## config.mk

```make
export PLATFORM = sky130hd
export DESIGN_NAME = ksa_pipe_adder
export DESIGN_NICKNAME = d
export VERILOG_FILES = /design/src/rtl/ksa_pipe_adder.sv
export SDC_FILE = /design/constraint.sdc
export NUM_CORES = 1
export LEC_CHECK = 0
export ABC_AREA = 1
export ABC_CLOCK_PERIOD_IN_PS = 8200
export BUFFER_PORTS_ARGS = -buffer_cell sky130_fd_sc_hd__buf_2
export CAP_MARGIN = 10
export CORE_MARGIN = 10
export CORE_UTILIZATION = 45
export DETAILED_ROUTE_END_ITERATION = 12
export GPL_ROUTABILITY_DRIVEN = 0
export SLEW_MARGIN = 20
export SYNTH_ARGS = -nofsm -noshare
export SYNTH_HDL_FRONTEND = slang
export SYNTH_SLANG_ARGS = --single-unit
export TNS_END_PERCENT = 10
```

## constraint.sdc

```tcl
create_clock -name clk -period 8.2 [get_ports clk]
set_input_delay 1.64 -clock clk [delete_from_list [all_inputs] [get_ports clk]]
set_output_delay 1.64 -clock clk [all_outputs]
set_load 0.01 [all_outputs]
```

## src/rtl/ksa_pipe_adder.sv

```systemverilog
// Pipelined Kogge-Stone adder/subtractor, LOG2W+2 register stages, in-order results.
// Global stall: when out_valid && !out_ready every stage holds and in_ready drops.
module ksa_pipe_adder #(
  parameter int WIDTH = 16
) (
  input  logic             clk,
  input  logic             reset,
  input  logic             in_valid,
  output logic             in_ready,
  input  logic [WIDTH-1:0] in_x,
  input  logic [WIDTH-1:0] in_y,
  input  logic             in_cin,
  input  logic             in_sub,
  output logic             out_valid,
  input  logic             out_ready,
  output logic [WIDTH-1:0] out_sum,
  output logic             out_cout,
  output logic             out_ovf
);

  localparam int LOG2W = $clog2(WIDTH);

  // Bit 0 of every (G,P) vector is a virtual bit carrying c0; real bit b sits at b+1.
  logic [WIDTH:0]   r_g  [0:LOG2W];
  logic [WIDTH:0]   r_p  [0:LOG2W];
  logic [WIDTH-1:0] r_hp [0:LOG2W];
  logic [LOG2W:0]   r_v;
  logic             r_out_vld;
  logic [WIDTH-1:0] r_sum;
  logic             r_cout;
  logic             r_ovf;

  logic             w_stall;
  logic [WIDTH-1:0] w_y;
  logic [WIDTH:0]   w_g [1:LOG2W];
  logic [WIDTH:0]   w_p [1:LOG2W];
  logic [WIDTH-1:0] w_sum;
  logic             w_cout;
  logic             w_ovf;

  assign w_stall  = r_out_vld & ~out_ready;
  assign in_ready = ~w_stall;
  assign w_y      = in_sub ? ~in_y : in_y;

  genvar lv;
  generate
    for (lv = 1; lv <= LOG2W; lv++) begin : g_lvl
      localparam int D = 2 ** (lv - 1);
      localparam logic [WIDTH:0] LOMASK = {(WIDTH + 1){1'b1}} >> (WIDTH + 1 - D);
      assign w_g[lv] = r_g[lv-1] | (r_p[lv-1] & (r_g[lv-1] << D));
      assign w_p[lv] = r_p[lv-1] & ((r_p[lv-1] << D) | LOMASK);
    end
  endgenerate

  // After LOG2W levels every group except the top one already reaches the virtual bit.
  assign w_cout = r_g[LOG2W][WIDTH] | (r_p[LOG2W][WIDTH] & r_g[LOG2W][0]);
  assign w_sum  = r_hp[LOG2W] ^ r_g[LOG2W][WIDTH-1:0];
  assign w_ovf  = r_g[LOG2W][WIDTH-1] ^ w_cout;

  always_ff @(posedge clk) begin
    if (reset) begin
      for (int i = 0; i <= LOG2W; i++) begin
        r_g[i]  <= '0;
        r_p[i]  <= '0;
        r_hp[i] <= '0;
      end
      r_v       <= '0;
      r_out_vld <= 1'b0;
      r_sum     <= '0;
      r_cout    <= 1'b0;
      r_ovf     <= 1'b0;
    end else if (!w_stall) begin
      r_g[0]  <= {in_x & w_y, in_sub | in_cin};
      r_p[0]  <= {in_x ^ w_y, 1'b0};
      r_hp[0] <= in_x ^ w_y;
      for (int i = 1; i <= LOG2W; i++) begin
        r_g[i]  <= w_g[i];
        r_p[i]  <= w_p[i];
        r_hp[i] <= r_hp[i-1];
      end
      r_v       <= {r_v[LOG2W-1:0], in_valid};
      r_out_vld <= r_v[LOG2W];
      if (r_v[LOG2W]) begin
        r_sum  <= w_sum;
        r_cout <= w_cout;
        r_ovf  <= w_ovf;
      end
    end
  end

  assign out_valid = r_out_vld;
  assign out_sum   = r_sum;
  assign out_cout  = r_cout;
  assign out_ovf   = r_ovf;

endmodule

```

==> results.md, run 1 <==
Synth:
- After synthesis, the cell types taking the most area are sky130_fd_sc_hd__edfxtp_1, sky130_fd_sc_hd__nor2_1, sky130_fd_sc_hd__inv_1.
- The net count of the mapped netlist is 862.
- The largest area contributor in the synthesized netlist is sky130_fd_sc_hd__edfxtp_1.
- By instance count, the leading cell after synthesis is sky130_fd_sc_hd__nor2_1.
- After synthesis, the share of flip-flops with an asynchronous set or reset is 0.
- In this run, synthesis produced a sequential element count of 227.
- The synthesized area divided by synthesized cell count is 11.4 sq um.
- The number of library cell types mapped by synthesis is 16.
- During synthesis, Yosys emitted a total of 0 warnings.
- Counting flops with a built-in enable in the synthesized netlist gives 203.
- Counting instances in the post-synthesis netlist gives the leading cell types as sky130_fd_sc_hd__nor2_1, sky130_fd_sc_hd__edfxtp_1, sky130_fd_sc_hd__inv_1.
- Of the synthesized area, sequential elements account for 0.712.
- Among all flip-flop cells after synthesis, the most frequent one is sky130_fd_sc_hd__edfxtp_1.
- Of the post-synthesis cell area, the dominant cell type holds 0.660.
- The instance count of the mapped netlist is 808.
- The post-synthesis cell area is 9240 sq um.

Global routing:
- Entering global routing, the biggest net connects 111 pins.
- The via count of the first global-routing pass is 5070.
- For this run the aggregate overflow at the end of global routing stands at 0.
- The first global-routing pass estimated 24.0 mm of wire.
- The global-route usage over all layers is 0.107.
- The number of antenna violations at the first check in global routing is 0.

Clock tree:
- The number of levels in the clock H-tree is 1.
- The clock passes through at most 3 buffers.
- The post-cts gate resize count is 0.
- Buffers inserted to repair hold after CTS numbered 0.
- The cell at the root of the clock tree is sky130_fd_sc_hd__clkbuf_16.
- TritonCTS created 24 clock buffers.
- The clock net sink count is 227.
- The buffer count from post-CTS setup fixing is 0.
- The clock edge transition at the registers on the reported setup and hold paths is 0.06 ns.
- TritonCTS built the clock tree.
- The worst-skew pair later-pin latency is 0.51 ns.

STA:
- Counting I/O delays and the setup requirement, the final critical path takes 3.80 ns.
- The tightest hold path in the finished design has a slack of 0.466 ns.
- The count of endpoints failing hold in the final timing report is 0.
- At the pin with the least slew margin, the transition time is 1.02 ns.
- Of the available clock period, the critical path in the final layout requires 0.464.
- Static timing analysis puts the maximum clock frequency at 0.263 GHz.
- The setup clock skew after layout is 0.0138 ns.
- The tightest slew margin relative to the limit is 0.323.
- Adding up every negative setup slack in the final design gives 0 ns.
- Setup violations remaining at the end of the flow were counted as 0.
- The final max-slew violation count is 0.
- Setup repair after global routing left no endpoint under its margin.

Die:
- The vertical extent of the die is 163 microns.
- The floorplan has 52 rows.
- The area of the die is 26700 sq um.
- The die extent in x is 163 microns.
- Pin placement for this block handled 58 I/O pins.
- The core region is 20200 sq um.
- For this configuration, the core starts out at a cell density of 0.457.

Pwr:
- The total design power is 2.44 mW.
- Summed over all cells, the static leakage comes to 4.54 nW.
- The worst supply voltage drop on vdd is 0.000148 V.
- Dividing total power by cell area gives a power density of 232 nW/um^2.

Drt:
- Dividing the detail-routed via count by the number of cells gives 4.41.
- Across all layers, the routed design uses 5076 vias.
- For this run, the detailed router's first-pass iteration total came to 6.
- The routed wirelength normalized by instance count is 12.2 microns.
- The detailed-route DRC error count is 0.
- After the first detailed-routing iteration, the DRC count stood at 406.
- The remaining antenna violation count after routing is 0.
- For this block, the routed nets add up to 14.0 mm of wire.

Status:
- The flow ran to the end, and the final reports show no timing, DRC or antenna violations.

Setup path:
- For the worst setup path, the data arrival time is 2.16 ns.
- STA puts the critical path data required time at 6.56 ns.
- The setup path with the least slack is of type input pin to output port.
- The critical path launch point type is an input pin.
- The type of element capturing the critical path is an output port.
- The top fanout value on the critical path is 5.

Final layout:
- 0 antenna diodes ended up in the layout.
- For this run, the post-layout net count is 919.
- In the final layout, the share of cells above drive strength 1 is 0.108.
- From synthesis to final layout, the design area changed by 13.5%.

Worst hold path:
- The tightest min-delay check is of the flop to flop type.

Placement:
- The count of buffers inserted at the top-level ports is 57.
- After legalization and detailed placement, the total HPWL measured 8.86 mm.

Flow run:
- Across the run, the number of max-cap violations was 0.
==> flip-flops by register name (all words and copies together), names as in the netlist <==
signal / flops
out_sum: 16
out_cout: 1
r_v: 5
out_ovf: 1
r_g: 85
out_valid: 1
r_p: 38
r_hp: 80
==> layer usage <==
metal,share of wire,GRT usage
met5,0,0
met4,0.021,0.0303
met3,0.044,0.0239
met1,0.49,0.148
met2,0.45,0.166
==> area by class of cell <==
class | instances | area, sq um
flip-flops and latches | 227 | 6580
repair buffers | 60 | 308
well taps | 270 | 338
clock inverters | 9 | 105
multi-input cells | 416 | 2010
inverters | 136 | 510
clock buffers | 32 | 641
fillers | 1806 | 9750
==> kinds of logic after synthesis <==
group                      count (synthesis)  synth area share
buffers and inverters                    165            0.0734
adders and majority gates                 16            0.0217
AOI/OAI and AO/OA                         62            0.0341
xor gates and xnor gates                  32            0.0303
and+or+nand+nor                          306             0.129
DFF                                      227             0.712
==> worst max-delay path, cell delays in order <==
cell and delay (ns):
sky130_fd_sc_hd__buf_2 0.09, sky130_fd_sc_hd__inv_1 0.15, sky130_fd_sc_hd__nand2_4 0.11, sky130_fd_sc_hd__buf_2 0.16
==> path summary, 6_finish.rpt <==
check             startpoint           to  slack [ns]  cells past startpoint
hold reg to reg       r_v[0]       r_v[1]        0.47                      2
hold / removal        r_v[0]       r_v[1]        0.47                      2
setup reg to reg   out_valid  r_hp[0][39]        5.80                      4
setup / recovery   out_ready     in_ready        4.40                      4
==> where the power goes <==
group / switching [mW] / total [mW] / internal, mW
logic: 0.0628 / 0.0996 / 0.0368
registers: 0.0188 / 1.31 / 1.30
clock network: 0.412 / 1.02 / 0.610
total: 0.494 / 2.44 / 1.94
==> stage by stage <==
| stage | area [sq um] | util | setup slack [ns] | cells |
|---|---|---|---|---|
| after global routing | 10500 | 0.518 | 4.17 | 1150 |
| after detailed placement | 9740 | 0.481 | 3.85 | 1109 |
| after CTS | 10500 | 0.518 | 4.38 | 1150 |
| final | 10500 | 0.518 | 4.40 | 1150 |
| after global placement | 9740 | 0.481 | 3.90 | 1109 |
| after floorplan | 9240 | - | 2.37 | 808 |
==> cell usage in the layout, fill, tap and decap left out, drive strengths merged <==
cell type / count
o21ai: 2
clkbuf: 32
ha: 16
edfxtp: 203
dfxtp: 24
clkinv: 6
buf: 60
bufinv: 2
a21oi: 56
o22ai: 4
inv: 136
nor3: 15
clkinvlp: 1
xor2: 32
nor2: 225
nand2: 63
nand3: 3
Note: power is estimated with default switching activity, not from simulation.
==> inputs of run 2 (changes only) <==
- ABC_CLOCK_PERIOD_IN_PS: 8200 -> 3200
- clock period: 8.2 -> 3.2 ns (I/O delays scaled with it)
==> run 2 against run 1 <==
Against the previous run:
- core utilization up 0.61 points
- largest power group unchanged
- non-clock buffer count up 8
- cell area up 1.2%
- flip-flop and latch count unchanged
- combinational power rose to 2.7 times the previous value
- clock power up 150%
==> results.md, run 2 (synthesized netlist as in run 1, its figures left out) <==
Status:
- The flow ran to the end, and the final reports show no timing, DRC or antenna violations.

Setup path:
- Counting cells, the worst reg-to-reg path comes to 4.
- The critical path launch point type is a flop.
- The arrival time at the worst endpoint is 1.26 ns.
- The launching point of the worst reg2reg path is out_valid.
- The number of buffers and inverters on the critical path is 1.
- The delay contributed by the slowest stage of the critical path is 0.46 ns.
- The internal reg-to-reg setup slack is 1.60 ns.
- STA classifies the critical path endpoint as an output port.
- The family with the most delay on the worst path is flip-flops.
- The slowest cell on the critical path is sky130_fd_sc_hd__dfxtp_1.
- STA puts the critical path data required time at 2.56 ns.
- The endpoint identified for the worst register-to-register timing path is r_g[0][28].
- The critical path is of the flop to output port type.
- The critical path goes through nand2_4 -> buf_2.
- The top fanout value on the critical path is 5.

Drt:
- The routed wirelength normalized by instance count is 12.5 microns.
- Before antenna repair, the detailed router went through 4 iterations.
- The detailed-route vias per instance is 4.44.
- For this block, the initial DRC count from the detailed router was 352.
- The routed wire length is 14.5 mm.
- In the routed design, unresolved DRC markers number 0.
- The detail route stage leaves a number of antenna-violating nets equal to 0.
- Across all layers, the routed design uses 5144 vias.

Worst hold path:
- Counting instances, the worst hold path has a depth of 2.
- The startpoint identified for the worst hold timing path is reset.
- The path class of the tightest hold or removal check is input pin to flop.
- The worst hold path terminates at out_valid.

STA:
- The highest clock rate is 0.527 GHz.
- For the pin with the worst max-slew slack, the measured transition is 0.576 ns.
- The count of endpoints failing hold in the final timing report is 0.
- Adding up every negative setup slack in the final design gives 0 ns.
- Counting I/O delays and the setup requirement, the final critical path takes 1.90 ns.
- The total setup violations reported at the end of the flow is 0.
- The portion of the clock cycle consumed by the worst path in the final layout is 0.593.
- The final max-slew violation count came to 0.
- Setup repair after global routing left no endpoint under its margin.
- The tightest slew margin relative to the limit is 0.615.
- The setup clock skew after layout is 0.0176 ns.

Clock tree:
- The CTS tree is built.
- The number of buffers added to fix hold violations after cts is 0.
- The buffer count from post-CTS setup fixing is 0.
- The worst-skew pair later-pin latency is 0.51 ns.
- The longest clock path from root to sink contains 3 buffers.
- The clock net sink count is 227.
- Clock-pin slew was measured on the worst setup and hold paths at 0.06 ns.
- TritonCTS created 24 clock buffers.
- In this run the number of H-tree levels came out at 1.
- The post-cts gate resize count is 0.
- The tree is rooted in a sky130_fd_sc_hd__clkbuf_16.

Final layout:
- The register name with the most flops is r_g.
- In the final layout, the share of cells above drive strength 1 is 0.121.
- The most common library cell in the layout ignoring fill and taps is sky130_fd_sc_hd__nor2_1.
- The number of nets in the finished design is 927.
- The area growth from synthesis to layout is 14.8%.
- The repair_antennas step left the layout with diodes totalling 0.
- Leaving out filler cells and counting taps, the final layout contains 1159.
- The final design instance area without fill is 10600 sq um.
- In the layout the commonest cells are sky130_fd_sc_hd__nor2_1, sky130_fd_sc_hd__edfxtp_1, sky130_fd_sc_hd__inv_1.
- The flip-flop count of the largest register after layout is 85.
- The largest registers in the layout are r_g x85, r_hp x80, r_p x38.

Flow run:
- The tool flagged a number of max-cap violations equal to 0.

Placement:
- The count of buffers added on input and output ports is 57.
- After legalization and detailed placement, the total HPWL measured 9.54 mm.
- In this run the cell area measured after placement is 9890 sq um.
- The placed cell count is 1117.

Die:
- For this configuration, the core starts out at a cell density of 0.457.
- The die extent in x is 163 microns.
- The area of the die is 26700 sq um.
- In this run the vertical extent of the chip is 163 microns.
- For this design the top-level I/O count stands at 58.
- The number of placement rows is 52.
- The region available for standard cell placement spans 20200 sq um.

Global routing:
- The residual overflow from global routing is 0.
- The global-route usage over all layers is 0.110.
- The via count of the first global-routing pass is 5052.
- The number of antenna violations at the first check in global routing is 0.
- Entering global routing, the biggest net connects 78 pins.
- The first-pass GRT wire length is 24.3 mm.

Pwr:
- The worst supply voltage drop on vdd is 0.000378 V.
- The power density over cell area is 580 nW/um^2.
- The leakage power figure is 4.62 nW.
-- run 2: cell count changes in the layout (fill, tap and decap cells not counted), sizes merged --
cell,previous run,this run
buf,60,68
clkbuf,32,26
bufinv,2,1
clkinv,6,14
-- run 2: worst max-delay path by stage --
stage	to	startpoint	depth (start not counted)
final	in_ready	out_valid	2
after global routing	in_ready	out_valid	2
after CTS	in_ready	out_valid	2
after detailed placement	r_g[0][42]	out_ready	6
after global placement	r_hp[0][56]	reset	4
after floorplan	r_g[0][0]	out_ready	2
-- run 2: layout make-up --
cell class / count / area, sq um
timing repair buffer: 68 / 455
multi-input combinational: 416 / 2010
clock inverter: 16 / 114
fill: 1785 / 9630
clock buffer: 26 / 608
sequential: 227 / 6580
inverter: 136 / 510
tap: 270 / 338
-- run 2: metrics by stage --
step / setup WS (ns) / total power, mW / hold WS, ns / util
after detailed placement: 1.17 / 3.70 / 0.460 / 0.489
after CTS: 1.27 / 6.24 / 0.287 / 0.524
after floorplan: 0.0331 / 3.61 / 0.444 / -
final: 1.30 / 6.15 / 0.309 / 0.524
after global routing: 1.22 / 6.41 / 0.297 / 0.524
after global placement: 1.20 / 3.69 / 0.456 / 0.489
-- run 2: power by group --
| part | internal [mW] | total (mW) | switching (mW) |
|---|---|---|---|
| logic | 0.101 | 0.264 | 0.164 |
| clock network | 1.45 | 2.52 | 1.07 |
| registers | 3.32 | 3.37 | 0.0492 |
-- run 2: routing by layer --
| layer | global-route usage | share of wire | routed length (microns) |
|---|---|---|---|
| met2 | 0.178 | 0.46 | 6680 |
| met3 | 0.0242 | 0.051 | 741 |
| met5 | 0 | 0 | 0 |
| met4 | 0.0336 | 0.020 | 296 |
| met1 | 0.143 | 0.47 | 6800 |
==> inputs of run 3 (changes only) <==
- ABC_CLOCK_PERIOD_IN_PS: 3200 -> 1900
- clock period: 3.2 -> 1.9 ns (I/O delays scaled with it)
==> run 3 against run 2 <==
Against the previous run:
- routed wire length rose by 0.61%
- via count down 0.74%
- critical path depth unchanged
- largest power group unchanged
- sequential power is 69% higher
- register-to-register slack worse by 1.0 ns
==> results.md, run 3 (synthesized netlist as in run 1, its figures left out) <==
STA:
- The count of endpoints failing hold in the final timing report came to 0.
- Dividing the final minimum period by the clock period gives 0.807.
- The worst path meets setup with 0.366 ns of slack.
- The total setup violations reported at the end of the flow is 0.
- The aggregate negative setup slack is 0 ns.
- Measured against its own limit, the worst slew margin works out to 0.705.
- The final max-slew violation count is 0.
- The worst path in the final design needs a cycle of 1.53 ns, including I/O delays and setup.
- Setup repair after global routing left no endpoint under its margin.
- Across all hold checks on the routed design, the worst slack comes to 0.0738 ns.
- Across the routed clock network, the largest skew measured is 0.0131 ns.
- Static timing analysis puts the maximum clock frequency at 0.652 GHz.
- The actual transition at the worst max-transition pin is 0.443 ns.

Die:
- The die extent in x is 163 microns.
- After floorplanning, the core was sized to cover 20200 sq um.
- The initial utilization of the core area, before any placement, comes to 0.457.
- The number of placement rows is 52.
- 58 I/O pins were placed.
- The die is 163 microns tall.
- The area of the die is 26700 sq um.

Setup path:
- Along the worst path, the maximum fanout reaches 5.
- The critical path goes through nand2_4 -> buf_2.
- The worst register-to-register path ends at r_p[0][33].
- The type of element capturing the critical path is an output port.
- The arrival time at the worst endpoint is 1.15 ns.
- The delay contributed by the slowest stage of the critical path is 0.39 ns.
- On the critical path, the stage with the largest delay is an instance of sky130_fd_sc_hd__dfxtp_2.
- The number of buffers and inverters on the critical path is 1.
- Grouping stages by cell kind, the critical path spends the most delay in flip-flops.
- The internal reg-to-reg setup slack is 0.58 ns.
- STA classifies the critical path startpoint as a flop.
- The launching point of the worst reg2reg path is out_valid.
- For the worst flop-to-flop path, the logic depth is 4.
- The data required time of the critical path is 1.52 ns.
- The worst setup path category is flop to output port.

Final layout:
- Once layout is complete, the utilization of the core stands at 0.529.
- The library cell used most frequently in the layout, excluding fill and tap cells, is sky130_fd_sc_hd__nor2_1.
- In the layout the commonest cells are sky130_fd_sc_hd__nor2_1, sky130_fd_sc_hd__edfxtp_1, sky130_fd_sc_hd__inv_1.
- The number of nets in the finished design is 933.
- In the final layout, the registers with the most flip-flops are r_g x85, r_hp x80, r_p x38.
- The register name with the most flops is r_g.
- After the flow finishes, the layout carries non-filler instances totaling 1166.
- Once layout is done, the placed cells without fillers occupy 10700 sq um.
- The register with the most flip-flops in the layout has 85 of them.
- The share of final-layout standard cells stronger than drive strength 1 is 0.125.
- The count of antenna diodes in the layout is 0.
- The synthesis-to-layout area growth is 15.9%.

Clock tree:
- The clock reaches the later pin of the worst-skew pair after 0.51 ns.
- The clock edge transition at the registers on the reported setup and hold paths is 0.06 ns.
- No sink is reached through more buffers than the 3 on the longest clock path.
- The post-cts gate resize count is 0.
- The number of buffers added to fix hold violations after cts is 0.
- TritonCTS built the clock tree.
- The clock net sink count is 227.
- Clock tree synthesis selected as its root buffer the cell sky130_fd_sc_hd__clkbuf_16.
- The CTS buffer count is 23.
- After clock tree synthesis, the setup repair step added 0 buffers.
- The number of levels in the clock H-tree is 1.

Placement:
- The placed cell count is 1124.
- In this run the tool buffered the top-level ports with 57 buffer cells.
- Detailed placement ended at an HPWL of 9.87 mm.
- The cell area after placement is 9970 sq um.
- OpenSTA, run right after detailed placement, puts the worst setup slack at 0.283 ns.

Global routing:
- Across every metal layer, demand over resource in global routing totals 0.110.
- The first global-routing pass estimated 24.6 mm of wire.
- The via count of the first global-routing pass is 5136.
- Entering global routing, the biggest net connects 66 pins.
- Global routing finished with a remaining overflow of 0.
- The number of antenna violations at the first check in global routing came to 0.

Drt:
- For this run, design rule violations remaining after detail routing come to 0.
- After detailed routing, the number of vias per cell comes to 4.38.
- After the first detailed-routing iteration, the DRC count stood at 354.
- The routed wirelength normalized by instance count is 12.5 microns.
- The total number of vias is 5106.
- The first detailed-routing pass took 4 iterations.
- The routed wire length is 14.6 mm.
- The remaining antenna violation count after routing is 0.

Pwr:
- The total design power is 10.5 mW.
- Power spread over the standard cell area amounts to 983 nW/um^2.
- The leakage power figure is 4.64 nW.
- The worst-case IR drop observed on VDD is 0.000544 V.

Flow run:
- The tool flagged a number of max-cap violations equal to 0.

Worst hold path:
- The number of instances on the worst hold path is 2.
- For hold timing, the worst endpoint is out_valid.
- The type of the worst min-delay path is input pin to flop.
- The worst hold path begins at reset.

Status:
- The flow ran to the end, and the final reports show no timing, DRC or antenna violations.
==> run 3: cell types whose count changed in the layout (fill, tap and decap cells not counted), moves of 2 or more <==
cell	change
sky130_fd_sc_hd__buf_4	+5
sky130_fd_sc_hd__buf_12	+2
sky130_fd_sc_hd__inv_1	-2
sky130_fd_sc_hd__clkinv_2	-7
sky130_fd_sc_hd__clkinv_1	+5
sky130_fd_sc_hd__clkinvlp_4	+2
sky130_fd_sc_hd__bufinv_16	+2
==> run 3: how the worst max path moves through the flow <==
stage                   to      start  slack, ns  cells after the start
4_1_cts           in_ready  out_valid       0.33                      2
5_1_grt           in_ready  out_valid       0.31                      2
6_report          in_ready  out_valid       0.37                      2
2_1_floorplan    r_g[0][0]  out_ready      -0.94                      2
3_3_place_gp   r_hp[0][75]      reset       0.31                      4
3_5_place_dp    r_g[0][78]      reset       0.28                      4
==> run 3: layer usage <==
layer	wire, microns	share of wire	vias to the layer above	GRT usage
li1	-	-	2732	-
met4	263	0.018	0	0.0303
met2	6610	0.45	95	0.175
met1	6910	0.47	2259	0.147
met3	814	0.056	20	0.0277
met5	0	0	-	0
==> run 3: cell type report <==
class                   count  area [sq um]
clock buffers              26           587
repair buffers             75           533
well taps                 270           338
clock inverters            16           150
inverters                 136           518
flip-flops and latches    227          6580
multi-input cells         416          2010
fillers                  1811          9530
==> run 3: power breakdown <==
part / internal [mW] / total [mW] / switching [mW]
clock network: 2.62 / 4.39 / 1.77
registers: 5.59 / 5.68 / 0.0865
logic: 0.178 / 0.451 / 0.274
